### src/rtl/frac_clock_gen_pkg.sv
// Shared types and defaults for the fractional clock generator.
// Holds the per-channel state encoding and the default parameter values.
package frac_clock_gen_pkg;

    typedef enum logic [1:0] {
        ST_OFF     = 2'd0,
        ST_ACQUIRE = 2'd1,
        ST_LOCKED  = 2'd2
    } chan_state_e;

    localparam int DEF_ACC_WIDTH   = 24;
    localparam int DEF_CHANNELS    = 2;
    localparam int DEF_LOCK_CYCLES = 16;

    function automatic int chan_bits(input int n);
        return (n > 1) ? $clog2(n) : 1;
    endfunction

endpackage

### src/rtl/frac_clock_gen_if.sv
// Configuration write channel: valid/ready handshake carrying
// a target channel index and a new frequency word.
interface frac_clock_gen_if #(
    parameter int ACC_WIDTH = 24,
    parameter int CHAN_W    = 1
);
    logic                 CFG_VALID;
    logic                 CFG_READY;
    logic [CHAN_W-1:0]    CFG_CHAN;
    logic [ACC_WIDTH-1:0] CFG_INC;

    modport master (
        output CFG_VALID,
        output CFG_CHAN,
        output CFG_INC,
        input  CFG_READY
    );

    modport slave (
        input  CFG_VALID,
        input  CFG_CHAN,
        input  CFG_INC,
        output CFG_READY
    );
endinterface

### src/rtl/frac_clock_gen_nco_channel.sv
// One NCO channel: phase accumulator, shadow word with pending flag,
// OFF/ACQUIRE/LOCKED state machine and lock counter.
module nco_channel
    import frac_clock_gen_pkg::*;
#(
    parameter int ACC_WIDTH   = DEF_ACC_WIDTH,
    parameter int LOCK_CYCLES = DEF_LOCK_CYCLES
) (
    input  logic                 i_clk,
    input  logic                 i_rst,
    input  logic                 i_enable,
    input  logic                 i_wr,
    input  logic [ACC_WIDTH-1:0] i_wr_inc,
    output logic                 o_pending,
    output logic                 o_clk,
    output logic                 o_tick,
    output logic                 o_lock
);

    localparam logic [7:0] LOCK_N = 8'(LOCK_CYCLES);

    logic [ACC_WIDTH-1:0] r_acc;
    logic [ACC_WIDTH-1:0] r_inc;
    logic [ACC_WIDTH-1:0] r_shadow;
    logic                 r_pending;
    logic                 r_tick;
    logic                 r_lock;
    logic [7:0]           r_lock_cnt;
    chan_state_e          r_state;

    logic [ACC_WIDTH:0]   w_sum;
    logic                 w_carry;
    logic [7:0]           w_cnt_next;

    assign w_sum      = {1'b0, r_acc} + {1'b0, r_inc};
    assign w_carry    = w_sum[ACC_WIDTH];
    assign w_cnt_next = r_lock_cnt + 8'd1;

    always_ff @(posedge i_clk) begin
        if (i_rst) begin
            r_acc      <= '0;
            r_inc      <= '0;
            r_shadow   <= '0;
            r_pending  <= 1'b0;
            r_tick     <= 1'b0;
            r_lock     <= 1'b0;
            r_lock_cnt <= '0;
            r_state    <= ST_OFF;
        end else begin
            r_tick <= 1'b0;
            // LOCK trails the state by one cycle so it rises after the tick
            r_lock <= (r_state == ST_LOCKED);
            if (!i_enable) begin
                r_state    <= ST_OFF;
                r_acc      <= '0;
                r_lock_cnt <= '0;
                r_lock     <= 1'b0;
                if (r_state == ST_OFF && r_pending) begin
                    r_inc     <= r_shadow;
                    r_pending <= 1'b0;
                end
            end else begin
                unique case (r_state)
                    ST_OFF: begin
                        if (r_pending) begin
                            r_inc     <= r_shadow;
                            r_pending <= 1'b0;
                        end else if (r_inc != '0) begin
                            r_state <= ST_ACQUIRE;
                        end
                    end
                    ST_ACQUIRE, ST_LOCKED: begin
                        r_acc  <= w_sum[ACC_WIDTH-1:0];
                        r_tick <= w_carry;
                        // new words only land on a wrap so the output never glitches
                        if (w_carry && r_pending) begin
                            r_inc      <= r_shadow;
                            r_pending  <= 1'b0;
                            r_lock_cnt <= '0;
                            r_lock     <= 1'b0;
                            if (r_shadow == '0) begin
                                r_state <= ST_OFF;
                                r_acc   <= '0;
                                r_tick  <= 1'b0;
                            end else begin
                                r_state <= ST_ACQUIRE;
                            end
                        end else if (w_carry && r_state == ST_ACQUIRE) begin
                            r_lock_cnt <= w_cnt_next;
                            if (w_cnt_next == LOCK_N) begin
                                r_state <= ST_LOCKED;
                            end
                        end
                    end
                    default: r_state <= ST_OFF;
                endcase
            end
            if (i_wr) begin
                r_shadow  <= i_wr_inc;
                r_pending <= 1'b1;
            end
        end
    end

    assign o_pending = r_pending;
    assign o_clk     = r_acc[ACC_WIDTH-1];
    assign o_tick    = r_tick;
    assign o_lock    = r_lock;

endmodule

### src/rtl/frac_clock_gen.sv
// Multi-channel fractional clock generator: decodes configuration
// writes onto per-channel NCOs and collects their outputs.
module frac_clock_gen
    import frac_clock_gen_pkg::*;
#(
    parameter int ACC_WIDTH   = DEF_ACC_WIDTH,
    parameter int CHANNELS    = DEF_CHANNELS,
    parameter int LOCK_CYCLES = DEF_LOCK_CYCLES
) (
    input  logic                REFERENCECLK,
    input  logic                RESET,
    input  logic [CHANNELS-1:0] ENABLE,
    frac_clock_gen_if.slave     cfg,
    output logic [CHANNELS-1:0] PLLOUTCORE,
    output logic [CHANNELS-1:0] TICK,
    output logic [CHANNELS-1:0] LOCK
);

    localparam int CHAN_W = chan_bits(CHANNELS);

    logic [CHANNELS-1:0] w_sel;
    logic [CHANNELS-1:0] w_pending;
    logic [CHANNELS-1:0] w_wr;
    logic                w_ready;

    // out-of-range indices select nothing, so such writes are silently dropped
    assign w_ready       = ~|(w_sel & w_pending);
    assign cfg.CFG_READY = w_ready;

    for (genvar g = 0; g < CHANNELS; g++) begin : g_chan
        assign w_sel[g] = (cfg.CFG_CHAN == CHAN_W'(g));
        assign w_wr[g]  = cfg.CFG_VALID & w_ready & w_sel[g];

        nco_channel #(
            .ACC_WIDTH   (ACC_WIDTH),
            .LOCK_CYCLES (LOCK_CYCLES)
        ) u_chan (
            .i_clk     (REFERENCECLK),
            .i_rst     (RESET),
            .i_enable  (ENABLE[g]),
            .i_wr      (w_wr[g]),
            .i_wr_inc  (cfg.CFG_INC),
            .o_pending (w_pending[g]),
            .o_clk     (PLLOUTCORE[g]),
            .o_tick    (TICK[g]),
            .o_lock    (LOCK[g])
        );
    end

endmodule
### src/flat_wrapper.sv
// flat-port wrapper written by rule: the top's interface ports become plain ports
module frac_clock_gen_flat import frac_clock_gen_pkg::*;
#(
    parameter int ACC_WIDTH   = DEF_ACC_WIDTH,
    parameter int CHANNELS    = DEF_CHANNELS,
    parameter int LOCK_CYCLES = DEF_LOCK_CYCLES
)
  (REFERENCECLK, RESET, ENABLE, PLLOUTCORE, TICK, LOCK, cfg_CFG_VALID, cfg_CFG_CHAN, cfg_CFG_INC, cfg_CFG_READY);
  frac_clock_gen_if #(.ACC_WIDTH(ACC_WIDTH)) cfg_i ();
  input  logic REFERENCECLK;
  input  logic RESET;
  input  logic [CHANNELS-1:0] ENABLE;
  output logic [CHANNELS-1:0] PLLOUTCORE;
  output logic [CHANNELS-1:0] TICK;
  output logic [CHANNELS-1:0] LOCK;
  input wire logic [$bits(cfg_i.CFG_VALID)-1:0] cfg_CFG_VALID;
  input wire logic [$bits(cfg_i.CFG_CHAN)-1:0] cfg_CFG_CHAN;
  input wire logic [$bits(cfg_i.CFG_INC)-1:0] cfg_CFG_INC;
  output wire logic [$bits(cfg_i.CFG_READY)-1:0] cfg_CFG_READY;
  assign cfg_i.CFG_VALID = cfg_CFG_VALID;
  assign cfg_i.CFG_CHAN = cfg_CFG_CHAN;
  assign cfg_i.CFG_INC = cfg_CFG_INC;
  assign cfg_CFG_READY = cfg_i.CFG_READY;
  frac_clock_gen #(.ACC_WIDTH(ACC_WIDTH), .CHANNELS(CHANNELS), .LOCK_CYCLES(LOCK_CYCLES)) u_core (.REFERENCECLK(REFERENCECLK), .RESET(RESET), .ENABLE(ENABLE), .cfg(cfg_i), .PLLOUTCORE(PLLOUTCORE), .TICK(TICK), .LOCK(LOCK));
endmodule
### config.mk
export PLATFORM = sky130hd
export DESIGN_NAME = frac_clock_gen_flat
export DESIGN_NICKNAME = d
export VERILOG_FILES = /design/src/rtl/frac_clock_gen_pkg.sv /design/src/rtl/frac_clock_gen_if.sv /design/src/rtl/frac_clock_gen_nco_channel.sv /design/src/rtl/frac_clock_gen.sv /design/src/flat_wrapper.sv
export SDC_FILE = /design/constraint.sdc
export NUM_CORES = 1
export LEC_CHECK = 0
export ABC_CLOCK_PERIOD_IN_PS = 3830
export CORE_MARGIN = 2
export CORE_UTILIZATION = 45
export DETAILED_ROUTE_END_ITERATION = 10
export PLACE_DENSITY_LB_ADDON = 0.12
export SLEW_MARGIN = 20
export SYNTH_ARGS = -nofsm -noshare
export SYNTH_HDL_FRONTEND = slang
export SYNTH_SLANG_ARGS = --single-unit
### constraint.sdc
create_clock -name REFERENCECLK -period 3.83 [get_ports REFERENCECLK]
set_input_delay 0.5745 -clock REFERENCECLK [delete_from_list [all_inputs] [get_ports REFERENCECLK]]
set_output_delay 0.5745 -clock REFERENCECLK [all_outputs]
set_load 0.01 [all_outputs]
Word level (Yosys, flattened, before mapping)

Cells that the tools add are included.

Mux-type cells: 50
Add/subtract/negate cells: 4
Reduce and logical (&&, ||, !) cells: 34
Bitwise operators: 9
Equality and inequality tests: 24

Operators by type and width:

| kind                  | number |
|---|---|
| $mux W24              | 12 |
| $pmux W24 S2          | 2 |
| $add A24 B24 Y25      | 2 |
| $logic_not A24 Y1     | 2 |
| $reduce_bool A24 Y1   | 2 |
| $mux W8               | 4 |
| $ne A3 B3 Y1 const B  | 8 |
| $mux W2               | 10 |
| $mux W1               | 18 |
| $add A8 B1 Y8 const B | 2 |
| $eq A8 B5 Y1 const B  | 2 |
| $reduce_and A4 Y1     | 4 |
| $reduce_or A2 Y1      | 5 |
| $ne A4 B1 Y1 const B  | 2 |
| $ne A4 B4 Y1 const B  | 2 |
| $pmux W2 S2           | 2 |
| $reduce_bool A2 Y1    | 4 |
| $logic_and A1 B1 Y1   | 6 |
| $ne A3 B1 Y1 const B  | 2 |
| $reduce_and A3 Y1     | 2 |
| $reduce_bool A3 Y1    | 2 |
| $reduce_or A3 Y1      | 2 |
| $not A1 Y1            | 5 |
| $eq A2 B1 Y1 const B  | 2 |
| 9 further kinds       | 17 |

Register bits: 170
Output and inout port bits: 7
Logic and storage cells: 137
Input bits: 30

Logic depth before layout (Yosys ltp)

Depth after elaboration: 8
Depth in mapped cells: 13
Mapped depth without buffers: 11

By module

From an unflattened synthesis, not the netlist that was laid out.

Cell total of the unflattened synthesis: 1080
Area total of the unflattened synthesis: 9477.8 µm²

Modules (own cells, without submodules):

| module                                 | seq. area each (µm²) | instances | cells each | area each (µm²) |
|---|---|---|---|---|
| nco_channel at u_core.g_chan[1].u_chan | 1701.6               | 1         | 579        | 4976.0 |
| nco_channel at u_core.g_chan[0].u_chan | 1701.6               | 1         | 498        | 4475.5 |
| frac_clock_gen                         | 0.0                  | 1         | 3          | 26.3 |

Worst setup path after synthesis

Ideal clock, no wire load.

Path type: reg2reg
From: reg u_core.g_chan[0].u_chan.r_inc[0]
To: reg u_core.g_chan[0].u_chan.r_inc[22]
Data required time: 3.763 ns
Period minus slack after synthesis: 2.846 ns
Data arrival time: 2.779 ns
Path buffers: 2
Slack: 0.984 ns
Setup time: 0.067 ns
Stages on the path, launching flop included: 14
Cells stage by stage: dfxtp_1 > ha_1 > inv_1 > fa_1 > nand2b_1 > a21oi_1 > o41ai_2 > o31ai_2 > a31o_4 > buf_6 > o211a_1 > buf_4 > nand2_1 > a21oi_2

Word-level cells in the longest chain between the ends: 4

RTL lines:

| item                        | line                             | source |
|---|---|---|
| from (decl)                 | frac_clock_gen_nco_channel.sv:23 | `logic [ACC_WIDTH-1:0] r_inc;` |
| from (signal assigned)      | frac_clock_gen_nco_channel.sv:59 | `r_inc <= r_shadow;` |
| from (signal assigned)      | frac_clock_gen_nco_channel.sv:66 | `r_inc <= r_shadow;` |
| from (signal assigned)      | frac_clock_gen_nco_channel.sv:77 | `r_inc <= r_shadow;` |
| $add A24 B24 Y25            | frac_clock_gen_nco_channel.sv:35 | `assign w_sum = {1'b0, r_acc} + {1'b0, r_inc};` |
| $logic_and A1 B1 Y1         | frac_clock_gen_nco_channel.sv:76 | `if (w_carry && r_pending) begin` |
| $ne A3 B3 Y1 (no line)      | --                               |  |
| $reduce_and A4 Y1 (no line) | --                               |  |

No other way between the ends.
A chain may end at the register's enable or synchronous reset.

Worst setup path in the final report

From: reg u_core.g_chan[0].u_chan.r_inc[0]
To: reg u_core.g_chan[0].u_chan.r_acc[17]

Word-level cells in the longest chain between the ends: 3
Elaborated cells between the ends (all ways): 4
Classes of those cells: add/sub: 1; mux: 2; reduce/logical: 1

RTL lines:

| item                                                   | line                                                               | source |
|---|---|---|
| $add A24 B24 Y25 (*)                                   | frac_clock_gen_nco_channel.sv:35                                   |  |
| $mux W24 / $logic_and A1 B1 Y1 (equally long branches) | frac_clock_gen_nco_channel.sv:81, frac_clock_gen_nco_channel.sv:76 |  |
| $mux W24 (*)                                           | frac_clock_gen_nco_channel.sv:76                                   |  |
| to (signal assigned)                                   | frac_clock_gen_nco_channel.sv:73                                   | `r_acc <= w_sum[ACC_WIDTH-1:0];` |
| to (decl)                                              | frac_clock_gen_nco_channel.sv:22                                   | `logic [ACC_WIDTH-1:0] r_acc;` |

Mark *: on every way between the ends. The rest lies on a longest branch, timed or not.

==> PnR_summary.wiki <==
{| class="wikitable"
! Metric !! Value
|-
| Slew Limit Fails || 0
|-
| Global routing usage summed across all routing layers || 0.2168
|-
| WP data required || 4.15 ns
|-
| Number of nets at the end of the flow || 1222
|-
| Reg2reg start || u_core.g_chan[0].u_chan.r_inc[0]
|-
| Sink Count || 170
|-
| Largest net degree at the start of global routing || 93
|-
| Critical Path Source Type || flop
|-
| Unrepaired setup endpoints after global routing || false
|-
| Switching portion of total power || 0.2861
|-
| Count of unresolved DRC violations after routing || 0
|-
| Worst VDD drop || 0.0003061 V
|-
| Total setup buffers inserted after CTS || 0
|-
| Final antenna diode count || 0
|-
| Area used by sequential logic in the layout || 0.003403 mm²
|-
| IO Count || 37
|-
| Worst setup path class || reg2reg
|-
| Core ar. || 0.02023 mm²
|-
| Layout overhead on the synthesized area || 12.01%
|-
| Sequential fraction of design power || 0.468
|-
| Area of combinational cells with multiple inputs || 0.005461 mm²
|-
| Post-Route WL || 23300 µm
|-
| Highest fanout seen on the critical path || 17
|-
| Clk pwr share || 0.448
|-
| Die W || 147.4 µm
|-
| Post-Synthesis Cell Area || 0.009259 mm²
|-
| Rel. slew slack || 0.3494
|-
| P_int || 2.804 mW
|-
| Filler cells || 1942
|-
| Initial core utilization || 0.4576
|-
| P_leak || 3.999 nW
|-
| Number of warnings printed during yosys synthesis || 0
|-
| Post-route setup TNS || 0 ns
|-
| Start point of the worst min-delay path || RESET
|-
| Worst-case hold slack || 0.4076 ns
|-
| Number of failing hold endpoints at the final stage || 0
|-
| Areal power density over the cells || 378.7 mW/mm²
|-
| Result of the run || completed
|-
| H-tree levels || 4
|-
| Maximum buffer depth of the clock tree || 2
|-
| Maximum Capacitance Violations || 0
|-
| Post-synthesis net count || 1214
|-
| Total Die Area || 0.02174 mm²
|-
| Violation count after the first detailed-route iteration || 488
|-
| Clock-pin slew reported for the worst setup and hold paths after clock tree synthesis || 0.07 ns
|-
| Achievable clock frequency || 299.3 MHz
|-
| Rows || 52
|-
| Post-CTS resize count || 0
|-
| Via count of the first global-routing pass || 7259
|-
| Port Buffer Count || 36
|-
| Final Cell Area || 0.01037 mm²
|-
| Seq/Total Area, Yosys || 0.3676
|-
| Final critical path time including I/O delays and setup || 3.341 ns
|-
| CTS tree || built
|-
| Average footprint of a synthesized cell || 8.237 µm²
|-
| Cell area after placement || 0.009748 mm²
|-
| Die Span Y || 147.4 µm
|-
| Clock Skew || 0.01392 ns
|-
| Worst slack, placed || 0.5070 ns
|-
| Count of distinct cell types in the synthesized netlist || 73
|-
| Overall overflow remaining after global route || 0
|-
| First-pass DRT Iterations || 6
|-
| Via-per-instance ratio || 5.637
|-
| Net switching component of the power || 1.124 mW
|-
| Classification of the worst-slack hold path || in2reg
|-
| Clock root cell || sky130_fd_sc_hd__clkbuf_16
|-
| Routed via count || 7976
|-
| Number of synthesized register bits || 170
|-
| Number of antenna violations at the first check in global routing || 0
|-
| Post-DR wirelength/cell || 16.47 µm
|-
| Top FF cell, synth || sky130_fd_sc_hd__dfxtp_1
|-
| Setup ws final || 0.4887 ns
|-
| Core utilization of the finished layout || 0.5126
|-
| Period utilisation layout || 0.8724
|-
| Pin slew with the least headroom to its limit || 0.9736 ns
|-
| Async S/R FF share, synth || 0
|-
| Number of buffers inserted by hold repair at cts || 0
|-
| Sort of element at the end of the critical path || flop
|-
| Sum of net half-perimeters after detailed placement || 16710 µm
|-
| Crit. Startpoint || u_core.g_chan[0].u_chan.r_inc[0]
|-
| Global-route wire length before repair || 38220 µm
|-
| Count of mapped cells out of synthesis || 1124
|-
| Arrival time of the worst setup path || 3.67 ns
|-
| Total CTS buffers || 17
|-
| Latest clock arrival within the worst-skew pair || 0.44 ns
|-
| Layout cells sized above 1 || 0.05153
|-
| Endpoints failing setup || 0
|-
| Count of flip-flops with a built-in enable after synthesis || 0
|-
| Final weighted congestion in routability-driven placement || 0.8794
|-
| Post-route ant nets || 0
|-
| Comb pwr share || 0.084
|}
[path summary, 6_finish.rpt]
| kind | to | slack [ns] | cells after the start |
|---|---|---|---|
| worst max-delay path | u_core.g_chan[0].u_chan.r_acc[17] | 0.49 | 11 |
| worst max register to register | u_core.g_chan[0].u_chan.r_acc[17] | 0.49 | 11 |
| worst min register to register | u_core.g_chan[1].u_chan.r_acc[17] | 0.47 | 2 |
| worst min-delay path | u_core.g_chan[0].u_chan.r_inc[22] | 0.41 | 2 |
[worst max-delay path, stage by stage (launching register included)]
cell,delay [ns]
sky130_fd_sc_hd__dfxtp_1,0.36
sky130_fd_sc_hd__ha_1,0.20
sky130_fd_sc_hd__inv_1,0.07
sky130_fd_sc_hd__fa_1,0.42
sky130_fd_sc_hd__nand2b_1,0.19
sky130_fd_sc_hd__a21oi_1,0.23
sky130_fd_sc_hd__o41ai_2,0.15
sky130_fd_sc_hd__o31ai_2,0.46
sky130_fd_sc_hd__a31o_4,0.33
sky130_fd_sc_hd__a31oi_4,0.26
sky130_fd_sc_hd__and2_1,0.36
sky130_fd_sc_hd__a22o_1,0.20
[layout by cell type, fill, tap and decap left out, types with 20 or more instances in the layout]
| cell | count |
|---|---|
| sky130_fd_sc_hd__nand3_1 | 24 |
| sky130_fd_sc_hd__nand2_1 | 184 |
| sky130_fd_sc_hd__nor4_1 | 25 |
| sky130_fd_sc_hd__nor2_1 | 102 |
| sky130_fd_sc_hd__inv_1 | 29 |
| sky130_fd_sc_hd__a21o_1 | 22 |
| sky130_fd_sc_hd__ha_1 | 58 |
| sky130_fd_sc_hd__mux2i_1 | 33 |
| sky130_fd_sc_hd__xnor2_1 | 24 |
| sky130_fd_sc_hd__dfxtp_1 | 170 |
| sky130_fd_sc_hd__o21ai_0 | 34 |
| sky130_fd_sc_hd__nand2b_1 | 20 |
| sky130_fd_sc_hd__clkdlybuf4s50_1 | 35 |
| sky130_fd_sc_hd__a22oi_1 | 32 |
| sky130_fd_sc_hd__a21oi_1 | 121 |
[synthesized netlist by cell type, types with 3 or more instances]
master / count / share of area
sky130_fd_sc_hd__o211ai_1: 6 / 0.0049
sky130_fd_sc_hd__or3_1: 4 / 0.0027
sky130_fd_sc_hd__nor2b_1: 4 / 0.0027
sky130_fd_sc_hd__nand3_1: 24 / 0.013
sky130_fd_sc_hd__a211o_1: 3 / 0.0028
sky130_fd_sc_hd__o21bai_1: 5 / 0.0041
sky130_fd_sc_hd__and2_1: 9 / 0.0061
sky130_fd_sc_hd__a21oi_1: 121 / 0.065
sky130_fd_sc_hd__clkbuf_1: 38 / 0.015
sky130_fd_sc_hd__xnor2_1: 24 / 0.023
sky130_fd_sc_hd__a22o_1: 8 / 0.0076
sky130_fd_sc_hd__nor3_1: 12 / 0.0065
sky130_fd_sc_hd__mux2i_1: 33 / 0.036
sky130_fd_sc_hd__o21a_1: 11 / 0.0089
sky130_fd_sc_hd__nor4b_1: 4 / 0.0038
sky130_fd_sc_hd__nor2_1: 102 / 0.041
sky130_fd_sc_hd__o21ai_0: 34 / 0.018
sky130_fd_sc_hd__a221oi_1: 3 / 0.0028
sky130_fd_sc_hd__and3_1: 9 / 0.0061
sky130_fd_sc_hd__o311ai_0: 5 / 0.0047
sky130_fd_sc_hd__a211oi_1: 7 / 0.0057
sky130_fd_sc_hd__a21o_1: 22 / 0.018
sky130_fd_sc_hd__dfxtp_1: 170 / 0.37
sky130_fd_sc_hd__ha_1: 58 / 0.078
sky130_fd_sc_hd__xor2_1: 12 / 0.011
sky130_fd_sc_hd__nand3b_1: 5 / 0.0041
sky130_fd_sc_hd__buf_2: 6 / 0.0032
sky130_fd_sc_hd__nand4_1: 11 / 0.0074
sky130_fd_sc_hd__buf_6: 3 / 0.0036
sky130_fd_sc_hd__a32o_1: 8 / 0.0086
sky130_fd_sc_hd__nand2b_1: 20 / 0.014
sky130_fd_sc_hd__a22oi_1: 32 / 0.026
sky130_fd_sc_hd__a32oi_1: 5 / 0.0047
sky130_fd_sc_hd__nand2_1: 184 / 0.075
sky130_fd_sc_hd__nor4_1: 25 / 0.017
sky130_fd_sc_hd__buf_4: 10 / 0.0081
sky130_fd_sc_hd__inv_1: 29 / 0.012
sky130_fd_sc_hd__a31oi_1: 12 / 0.0081
[per-layer routing]
| layer | GRT usage | part of all wire | up-vias |
|---|---|---|---|
| met2 | 0.3402 | 0.45 | 131 |
| met3 | 0.03241 | 0.034 | 20 |
| li1 | - | - | 4066 |
| met1 | 0.3159 | 0.51 | 3759 |
| met4 | 0.05048 | 0.012 | 0 |
| met5 | 0 | 0 | - |
[state kept, by name, summed over array words and instances, names as in the netlist]
name / cells
u_core.g_chan.u_chan.o_lock: 2
u_core.g_chan.u_chan.r_acc: 48
u_core.g_chan.u_chan.r_lock_cnt: 16
u_core.g_chan.u_chan.o_tick: 2
u_core.g_chan.u_chan.r_shadow: 48
u_core.g_chan.u_chan.r_state: 4
u_core.g_chan.u_chan.o_pending: 2
u_core.g_chan.u_chan.r_inc: 48
[logic make-up after synthesis]
group                    count (synthesis)  synth area share
AO/OA/AOI/OAI                          316            0.2308
AND/OR/NAND/NOR                        421            0.2054
XOR/XNOR                                36           0.03405
flip-flops                             170            0.3676
buffers and inverters                   87           0.04257
adder cells (fa/ha/maj)                 60           0.08270
multiplexers                            34           0.03689
[power by group through the flow]
stage / logic (mW) / registers (mW) / clock network (mW)
6_report: 0.329 / 1.84 / 1.76
5_1_grt: 0.363 / 1.84 / 1.87
4_1_cts: 0.330 / 1.84 / 1.80
3_5_place_dp: 0.329 / 1.88 / 0
3_3_place_gp: 0.327 / 1.88 / 0
2_1_floorplan: 0.226 / 1.86 / 0
[through the flow]
stage	power, mW	cells
after floorplan	2.086	1124
after global placement	2.207	1383
after detailed placement	2.209	1383
after CTS	3.968	1415
after global routing	4.075	1415
final	3.928	1415
[area by class of cell]
class / instances / area share
multi-input combinational: 867 / 0.5266
inverter: 30 / 0.01086
timing repair buffer: 46 / 0.04174
tap: 270 / 0.03257
clock inverter: 15 / 0.01906
sequential: 170 / 0.3281
clock buffer: 17 / 0.04102
No activity file was read; power rests on OpenSTA's default activity.
